## src/rtl/sseg_display_sched.sv

```systemverilog
// sseg_display_sched: owns the 8-digit multiplexed seven-segment display.
// Source A is a live 32-bit hex value shown in the background. Source B is a
// one-shot message, requested over a 4-phase req/ack handshake. It preempts A
// for HOLD_CYCLES clocks, and then A returns.
// digits[7i+6:7i] is digit i as active-low {a,b,c,d,e,f,g}. It is registered
// with a latency of one cycle from the selected source.
// Optional build macro SSEG_SCHED_BLINK_EN: the message blinks while it is
// shown, gated by hold-counter bit BLINK_BIT.
module sseg_display_sched #(
  parameter int unsigned HOLD_CYCLES = 100_000_000,
  parameter int unsigned CNT_W       = 27,
  parameter int unsigned BLINK_BIT   = 24
) (
  input  logic        ck,
  input  logic        rst_n,
  input  logic [31:0] a_val,
  input  logic        a_lzb,
  input  logic        b_req,
  input  logic [31:0] b_val,
  input  logic [7:0]  b_mask,
  output logic        b_ack,
  output logic        b_busy,
  output logic        src_b,
  output logic [55:0] digits
);

  localparam logic [1:0] ST_SHOW_A = 2'd0;
  localparam logic [1:0] ST_SHOW_B = 2'd1;
  localparam logic [1:0] ST_ACK    = 2'd2;

  localparam logic [CNT_W-1:0] HOLD_LAST = CNT_W'(HOLD_CYCLES - 1);
  localparam logic [6:0]       SEG_BLANK = 7'h7F;

  // Hex nibble to active-low segment code {a,b,c,d,e,f,g}
  function automatic logic [6:0] hex_to_seg(input logic [3:0] nib);
    logic [6:0] seg;
    case (nib)
      4'h0: seg = 7'h01;
      4'h1: seg = 7'h4F;
      4'h2: seg = 7'h12;
      4'h3: seg = 7'h06;
      4'h4: seg = 7'h4C;
      4'h5: seg = 7'h24;
      4'h6: seg = 7'h20;
      4'h7: seg = 7'h0F;
      4'h8: seg = 7'h00;
      4'h9: seg = 7'h04;
      4'hA: seg = 7'h08;
      4'hB: seg = 7'h60;
      4'hC: seg = 7'h31;
      4'hD: seg = 7'h42;
      4'hE: seg = 7'h30;
      default: seg = 7'h38;
    endcase
    return seg;
  endfunction

  logic [1:0]       state_q, state_d;
  logic [CNT_W-1:0] cnt_q, cnt_d;
  logic [31:0]      msg_val_q, msg_val_d;
  logic [7:0]       msg_mask_q, msg_mask_d;
  logic [55:0]      digits_q, digits_d;
  logic             lead_zero;

  // Scheduler: accept a request only from SHOW_A, which is reached again only
  // after b_req has been seen low. A stuck-high request therefore cannot
  // retrigger.
  always_comb begin
    state_d    = state_q;
    cnt_d      = cnt_q;
    msg_val_d  = msg_val_q;
    msg_mask_d = msg_mask_q;
    case (state_q)
      ST_SHOW_A: begin
        if (b_req) begin
          state_d    = ST_SHOW_B;
          cnt_d      = '0;
          msg_val_d  = b_val;
          msg_mask_d = b_mask;
        end
      end
      ST_SHOW_B: begin
        // b_req dropping early is ignored; the message always runs its hold
        if (cnt_q == HOLD_LAST) begin
          state_d = ST_ACK;
        end else begin
          cnt_d = cnt_q + CNT_W'(1);
        end
      end
      ST_ACK: begin
        if (!b_req) begin
          state_d = ST_SHOW_A;
        end
      end
      default: begin
        state_d = ST_SHOW_A;
      end
    endcase
  end

  // Next display image follows the next state, so digits and src_b change
  // on the same edge and B is shown for exactly HOLD_CYCLES cycles
  always_comb begin
    digits_d  = '1;
    lead_zero = 1'b1;
    if (state_d == ST_SHOW_B) begin
      for (int i = 0; i < 8; i++) begin
        digits_d[7*i +: 7] = msg_mask_d[i] ? SEG_BLANK : hex_to_seg(msg_val_d[4*i +: 4]);
      end
`ifdef SSEG_SCHED_BLINK_EN
      if (cnt_d[BLINK_BIT]) begin
        digits_d = '1;
      end
`endif
    end else begin
      // Walk from the most significant digit down. Digit 0 always shows.
      for (int i = 7; i >= 0; i--) begin
        lead_zero = lead_zero & (a_val[4*i +: 4] == 4'h0);
        if (a_lzb && lead_zero && (i != 0)) begin
          digits_d[7*i +: 7] = SEG_BLANK;
        end else begin
          digits_d[7*i +: 7] = hex_to_seg(a_val[4*i +: 4]);
        end
      end
    end
  end

`ifndef SSEG_SCHED_BLINK_EN
  // Blink gating is not built; keep the bit referenced so BLINK_BIT has a sink
  logic unused_blink;
  assign unused_blink = cnt_d[BLINK_BIT];
`endif

  // Control and display registers: reset drops any in-flight message
  always_ff @(posedge ck or negedge rst_n) begin
    if (!rst_n) begin
      state_q  <= ST_SHOW_A;
      cnt_q    <= '0;
      digits_q <= '1;
    end else begin
      state_q  <= state_d;
      cnt_q    <= cnt_d;
      digits_q <= digits_d;
    end
  end

  // Message latch: data only, meaningful once a request has been accepted
  always_ff @(posedge ck) begin
    msg_val_q  <= msg_val_d;
    msg_mask_q <= msg_mask_d;
  end

  assign src_b  = (state_q == ST_SHOW_B);
  assign b_ack  = (state_q == ST_ACK);
  assign b_busy = (state_q != ST_SHOW_A);
  assign digits = digits_q;

endmodule

```

## config.mk

```make
export PLATFORM = sky130hd
export DESIGN_NAME = sseg_display_sched
export DESIGN_NICKNAME = d
export VERILOG_FILES = /design/src/rtl/sseg_display_sched.sv
export SDC_FILE = /design/constraint.sdc
export NUM_CORES = 1
export LEC_CHECK = 0
export ABC_AREA = 1
export CAP_MARGIN = 0
export CORE_UTILIZATION = 58
export CTS_BUF_LIST = sky130_fd_sc_hd__clkbuf_4
export CTS_CLUSTER_SIZE = 28
export DETAILED_ROUTE_END_ITERATION = 16
export GPL_ROUTABILITY_DRIVEN = 0
export PLACE_DENSITY = 0.84
export SLEW_MARGIN = 10
export SYNTH_ARGS = -nofsm -noshare
export SYNTH_HDL_FRONTEND = slang
export SYNTH_SLANG_ARGS = --single-unit
```

## constraint.sdc

```tcl
create_clock -name ck -period 2.3 [get_ports ck]
set_input_delay 0.46 -clock ck [delete_from_list [all_inputs] [get_ports ck]]
set_output_delay 0.46 -clock ck [all_outputs]
set_load 0.02 [all_outputs]
```

==> results of run 1 <==
## power by group through the flow
stage | Clock, mW | Sequential, mW | Combinational, mW
after floorplan | 0 | 4.23 | 3.06
after global placement | 0 | 3.70 | 5.71
after detailed placement | 0 | 3.70 | 5.87
after CTS | 1.64 | 3.67 | 5.90
after global routing | 1.71 | 3.75 | 6.59
final | 1.61 | 3.67 | 5.93
## synth_stat cells, types with 3 or more instances
library cell	n
a211oi_1	5
inv_1	156
clkbuf_1	12
a31oi_1	6
buf_2	16
nand2_1	569
dfxtp_1	40
nor3_1	9
buf_6	4
ha_1	92
o21ai_4	9
xor2_1	10
nand2_4	3
o22ai_1	8
inv_2	7
buf_1	5
dfrtp_1	29
nor2_4	3
nand2_2	10
nor2_2	3
o21ai_2	7
buf_4	5
nor2_1	111
a21oi_1	25
or2_2	7
o21ai_0	71
nand4_1	3
nand3_1	175
o211ai_1	10
o21ai_1	19
dfstp_2	56
## flip-flops by register name, summed over array words and instances, names as in the netlist
| name | flops |
|---|---|
| msg_mask_q | 8 |
| cnt_q | 27 |
| msg_val_q | 32 |
| state_q | 2 |
| digits | 56 |
## final cells by class
cell class | count | area share
Multi-Input combinational cell | 1167 | 0.485
Sequential cell | 125 | 0.242
Timing Repair Buffer | 233 | 0.179
Inverter | 164 | 0.0498
Tap cell | 220 | 0.0222
Clock buffer | 21 | 0.0127
Clock inverter | 11 | 0.0101
## worst paths after layout
check	startpoint	slack, ns	endpoint
worst max-delay path	digits[34]	0.12	digits[34]
max in group asynchronous	rst_n	1.17	digits[40]
worst min register to register	msg_mask_q[7]	0.49	msg_mask_q[7]
worst max register to register	cnt_q[1]	0.18	digits[12]
worst min-delay path	rst_n	0.42	state_q[0]
min in group ck	msg_mask_q[7]	0.49	msg_mask_q[7]
## what timing repair did
item | CTS | global route
setup buffers | 0 | 1
endpoints found under the hold margin | 29 | 0
endpoints found under the setup margin | 0 | 8
gates resized for setup | 0 | 3
hold buffers | 1 | 0
## metrics by stage
step           TNS (ns)  power (mW)  std cells
6_report              0        11.2       1941
4_1_cts               0        11.2       1940
3_3_place_gp      -1.19        9.41       1907
2_1_floorplan         0        7.30       1498
5_1_grt               0        12.1       1941
3_5_place_dp      -2.34        9.57       1907
## cell families (layout without fill, tap and decap cells)
logic type / count (synthesis) / after routing / synth area share
and+or+nand+nor: 895 / 895 / 0.376
buffers and inverters: 206 / 429 / 0.0856
xor gates and xnor gates: 10 / 10 / 0.00889
AOI/OAI and AO/OA: 170 / 170 / 0.108
adders and majority gates: 92 / 92 / 0.117
DFF: 125 / 125 / 0.304
## layer usage
metal	track usage	wire (um)
met4	0.130	840
met2	0.536	12800
met3	0.0507	1480
met5	0	11
met1	0.362	10700
==> impl_metrics.csv, run 1 <==
group,metric,value,unit
synth,synth_top_cell_by_area,"nand2_1",
synth,synth.net_count,1666,
sta,clock.fmax,459,MHz
sta,setup_slack,0.122,ns
die,die_h,132,um
setup_path,rr_worst_depth,12,
synth,syn_area,9850,um2
synth,yosysSeqAreaShare,0.304,
setup_path,critical_path.max_fanout,1,
detailed_routing,drc,0,
setup_path,worstSetupEndpointType,"output pin",
die,fp.dieW,132,um
grt,grt_pass1_vias,9757,
layout,area_growth,25.9,%
power,p_int,6.55,mW
layout,n_fill_cell,1404,
synth,ys_top_cells_by_area,"nand2_1 (22%), dfstp_2 (15%), ha_1 (12%)",
die,dieArea,17500,um2
placed_design,postPlaceCellArea,12100,um2
die,core_region_area,16600,um2
setup_path,cp_data_arrival_time,1.72,ns
grt,grt_pass1_wl,43400,um
setup_path,required,1.84,ns
sta,hold_viol_final,0,
synth,ys_ff_latch,125,
clocking,cts_tree,"built",
power,p_per_area,904,nW/um2
sta,maxSlewViolCount,0,
grt,grt_remaining_overflow,0,
die,initial_core_util,0.594,
detailed_routing,wl_per_cell,13.3,um
synth,ys.flop_type,"dfstp_2",
clocking,clock-root-buffer,"clkbuf_4",
clocking,cts_inserted_buffers,17,
die,ioPinCount,135,
layout,multiInputGateArea,6010,um2
run_status,status,"finished, final reports clean",
detailed_routing,firstDrtPassIters,7,
setup_path,worstSetupPathDepth,1,
power,worst_ir_drop_vdd,0.559,mV
power,power_frac_seq,0.328,
setup_path,cp_num_buf_inv,1,
placed_design,port_buffers,134,
detailed_routing,drt_iter0_markers,669,
layout,fin_util,0.747,
synth,synth_edf_count,0,
power,switching_share,0.416,
synth,async_reset_ff_frac,0.680,
sta,skew,0.0214,ns
synth,synth_top_area_frac,0.217,
detailed_routing,finalWirelength,25800,um
power,combPwrFrac,0.529,
clocking,cts_buffer_depth,2,
hold_path,hold_path_class,"input pin to async pin",
setup_path,start_kind,"flip-flop",
power,clockPowerShare,0.144,
sta,setup_viol,0,
layout,regArea,3000,um2
clocking,ctsHtreeMaxLevel,4,
sta,hold_ws,0.420,ns
grt,antenna_found_initial,2,
layout,diodes,0,
setup_path,cpMaxStageDelayCell,"clkdlybuf4s50_1",
placed_design,dpl.hpwl,19600,um
layout,final_area,12400,um2
synth,yosysUniqueCellTypes,40,
layout,final_common_cell,"nand2_1",
detailed_routing,via_per_inst,5.36,
clocking,clk_latency,0.56,ns
clocking,cts.sinks,125,
synth,synthCells,1498,
sta,relSlewSlack,0.633,
setup_path,crit_chain,"clkdlybuf4s50_1",
detailed_routing,vias,10400,
setup_path,worst_path_dominant_cell_family,"buffers and inverters",
sta,fin_crit,2.18,ns
setup_path,slowest_delay,0.61,ns
synth,syn_avg_cell_area,6.57,um2
die,rows,47,
synth,yosys_warnings,0,
grt,grt_max_degree,50,
power,p_sw,4.66,mW
layout,layout_common_cells,"nand2_1 (569), nand3_1 (175), inv_1 (156)",
layout,drive_above_1_share,0.136,
sta,worst_pin_slew,0.550,ns
job,max_cap_viol_count,0,
sta,grt_setup_unrepaired,"no",
detailed_routing,antenna_left,0,
sta,timing.final.crit_share,0.947,
setup_path,critical_path_class,"flip-flop to output pin",
layout,finalNetCount,1876,
grt,grt_use_total,0.303,
clocking,clk_pin_slew,0.11,ns
power,p_leak,6.25,nW
placed_design,preCtsSetupSlack,-0.121,ns
Power figures use the tool's default switching activity.
==> run 2, diff against run 1 <==
SETUP_SLACK_MARGIN = 0.4   (was unset)
==> impl_metrics.csv, run 2 <==
group,metric,value,unit
clocking,ctsHtreeMaxLevel,4,
placed_design,dpl.hpwl,20500,um
synth,synth.net_count,1666,
clocking,cts_inserted_buffers,17,
synth,yosys_warnings,0,
clocking,cts.sinks,125,
synth,syn_area,9850,um2
grt,grt_remaining_overflow,205,
synth,synthAdderAreaFrac,0.117,
synth,ys_ff_latch,125,
synth,syn_avg_cell_area,6.57,um2
clocking,clock-root-buffer,"clkbuf_4",
synth,async_reset_ff_frac,0.680,
synth,yosysSeqAreaShare,0.304,
clocking,cts_buffer_depth,2,
placed_design,port_buffers,134,
placed_design,postPlaceCellArea,12200,um2
synth,synth_xor_area_frac,0.00889,
synth,synth_top_area_frac,0.217,
synth,yosysMostFrequentCell,"nand2_1",
synth,ys_top_cells_by_area,"nand2_1 (22%), dfstp_2 (15%), ha_1 (12%)",
run_status,lastStage,"global routing",
synth,synthCells,1498,
grt,grt_max_degree,38,
die,fp.dieW,132,um
synth,synth_top_family_by_area,"simple AND/OR/NAND/NOR gates",
die,initial_core_util,0.594,
run_status,status,"did not finish",
synth,synth_simple_gate_area_frac,0.376,
sta,worst_endpoint_kind,"register input",
sta,grt_worst_setup_endpoint,"digits[3]$_DFF_PN1_/D",
synth,synth_top_cell_by_area,"nand2_1",
die,die_h,132,um
die,rows,47,
grt,grt_use_total,0.796,
synth,yosysUniqueCellTypes,40,
synth,ys.flop_type,"dfstp_2",
synth,post_synth_mux_area_share,0,
synth,synthTopCellsByCount,"nand2_1 (569), nand3_1 (175), inv_1 (156)",
run_status,stop_error,"[ERROR GRT-0232] Routing congestion too high. Check the congestion heatmap in the GUI.",
synth,synth_edf_count,0,
die,ioPinCount,135,
synth,synth_compound_area_frac,0.108,
-- run 2: layer usage --
layer	overflow	global-route usage
met1	3	0.793
met3	2	0.609
met5	0	0.158
met4	64	0.835
met2	136	0.990
-- run 2: kinds of logic after synthesis --
| group | after synthesis |
|---|---|
| AO/OA/AOI/OAI | 170 |
| flip-flops | 125 |
| adder cells (fa/ha/maj) | 92 |
| buffers and inverters | 206 |
| XOR/XNOR | 10 |
| AND/OR/NAND/NOR | 895 |
-- run 2: per-stage QoR --
stage	std cells	utilization	setup slack [ns]
after floorplan	1498	-	0.372
after global placement	1916	0.734	-0.122
after detailed placement	1916	0.734	-0.186
after CTS	2015	0.872	0.204
-- run 2: what timing repair did --
action / CTS
gates cloned: 25
hold buffers: 1
endpoints found under the hold margin: 13
pin swaps: 99
setup endpoints to repair: 130
setup buffers: 41
gates resized for setup: 399
==> run 3, diff against run 2 <==
CORE_UTILIZATION = 40   (was 58)
CTS_BUF_LIST = unset   (was sky130_fd_sc_hd__clkbuf_4)
CTS_CLUSTER_SIZE = unset   (was 28)
PLACE_DENSITY = unset   (was 0.84)
PLACE_DENSITY_LB_ADDON = 0.15   (was unset)
SETUP_SLACK_MARGIN = unset   (was 0.4)
==> impl_metrics.csv, run 3 (synthesis results as in run 1) <==
group,metric,value,unit
run_status,status,"finished, final reports clean",
clocking,cts_setup_buffers,0,
detailed_routing,antenna_left,0,
setup_path,required,2.64,ns
die,ioPinCount,135,
layout,final_common_cell,"nand2_1",
setup_path,slowest_delay,0.37,ns
sta,hold_viol_final,0,
sta,maxSlewViolCount,0,
setup_path,critical_path_class,"flip-flop to flip-flop",
die,initial_core_util,0.406,
setup_path,cp_data_arrival_time,2.47,ns
layout,final_area,13000,um2
layout,layout_common_cells,"nand2_1 (569), nand3_1 (175), inv_1 (156)",
sta,timing.final.crit_share,0.925,
die,core_region_area,24200,um2
clocking,cts_tree,"built",
clocking,cts.sinks,125,
hold_path,hold_path_class,"input pin to async pin",
setup_path,worstSetupEndpointType,"flip-flop",
layout,area_growth,31.6,%
setup_path,rr_worst_depth,12,
placed_design,dpl.hpwl,20800,um
setup_path,timing.rr.start,"cnt_q[1]",
job,max_cap_viol_count,0,
sta,setup_viol,0,
setup_path,start_kind,"flip-flop",
detailed_routing,drt_iter0_markers,697,
setup_path,worst_path_dominant_cell_family,"simple AND/OR/NAND/NOR gates",
sta,skew,0.0154,ns
detailed_routing,drc,0,
setup_path,timing.rr.end,"digits[11]",
setup_path,cpMaxStageDelayCell,"dfrtp_1",
detailed_routing,firstDrtPassIters,5,
clocking,clk_latency,0.43,ns
sta,fin_crit,2.13,ns
detailed_routing,via_per_inst,4.92,
clocking,cts_buffer_depth,2,
clocking,ctsHtreeMaxLevel,4,
power,p_leak,6.44,nW
detailed_routing,finalWirelength,27200,um
placed_design,port_buffers,134,
sta,relSlewSlack,0.730,
power,worst_ir_drop_vdd,0.491,mV
layout,finalNetCount,1888,
setup_path,critical_path.max_fanout,51,
detailed_routing,wl_per_cell,13.2,um
die,die_h,159,um
clocking,clk_pin_slew,0.06,ns
clocking,clock-root-buffer,"clkbuf_16",
power,p_per_area,978,nW/um2
setup_path,crit_start,"cnt_q[1]",
placed_design,postPlaceCellArea,12300,um2
clocking,cts_inserted_buffers,17,
grt,grt_remaining_overflow,0,
grt,grt_pass1_vias,9504,
sta,clock.fmax,470,MHz
layout,drive_above_1_share,0.144,
grt,grt_pass1_wl,45500,um
grt,grt_use_total,0.220,
die,rows,57,
grt,antenna_found_initial,2,
layout,largest_reg_flops,56,
die,dieArea,25200,um2
die,fp.dieW,159,um
grt,grt_max_degree,52,
setup_path,cp_num_buf_inv,3,
sta,worst_pin_slew,0.405,ns
setup_path,ff2ff_setup_slack,0.17,ns
detailed_routing,vias,10100,
setup_path,crit_chain,"ha_1 > inv_2 > nor2_4 > nand2_2 > nor2_2 > nand2_2 > nand2_4 > nand2_4 > clkinv_2 > buf_12 > nor2_1 > nor2_2",
sta,grt_setup_unrepaired,"no",
sta,hold_ws,0.499,ns
## run 3: metal layers
layer,GRT usage,part of all wire
met1,0.291,0.48
met2,0.361,0.46
met3,0.0444,0.048
met4,0.0625,0.016
met5,0,0
## run 3: how the worst max path moves through the flow
stage / depth (start not counted) / to
final: 12 / digits[11]
after global placement: 12 / digits[32]
after detailed placement: 13 / digits[45]
after CTS: 12 / digits[46]
after global routing: 12 / digits[46]
after floorplan: 12 / digits[3]
## run 3: layout make-up
cell class                 instances  area (um2)
clock inverter                    12         191
multi-input combinational       1167        6010
sequential                       125        3000
inverter                         164         617
clock buffer                      20         457
tap                              324         405
antenna                            2        5.00
timing repair buffer             245        2280
fill                            2395       11300
## run 3: power by group
| group | switching (mW) | leakage, nW | internal [mW] |
|---|---|---|---|
| logic | 3.48 | 4.81 | 2.51 |
| clock network | 1.05 | 0.320 | 1.97 |
| registers | 0.370 | 1.31 | 3.30 |
## run 3: repair_timing
action | in CTS | in global routing
endpoints found under the setup margin | 0 | 6
hold buffers | 1 | 0
endpoints found under the hold margin | 13 | 0
gates resized for setup | 0 | 2
## run 3: metrics by stage
stage	std cells	setup WS (ns)	total power, mW	setup TNS, ns	utilization
floorplan	1498	0.290	7.30	0	-
global placement	2024	-0.130	9.62	-2.75	0.507
detailed placement	2024	-0.169	9.65	-4.45	0.507
CTS	2057	0.115	12.8	0	0.534
global route	2057	0.0269	13.6	0	0.534
finish	2059	0.172	12.7	0	0.534
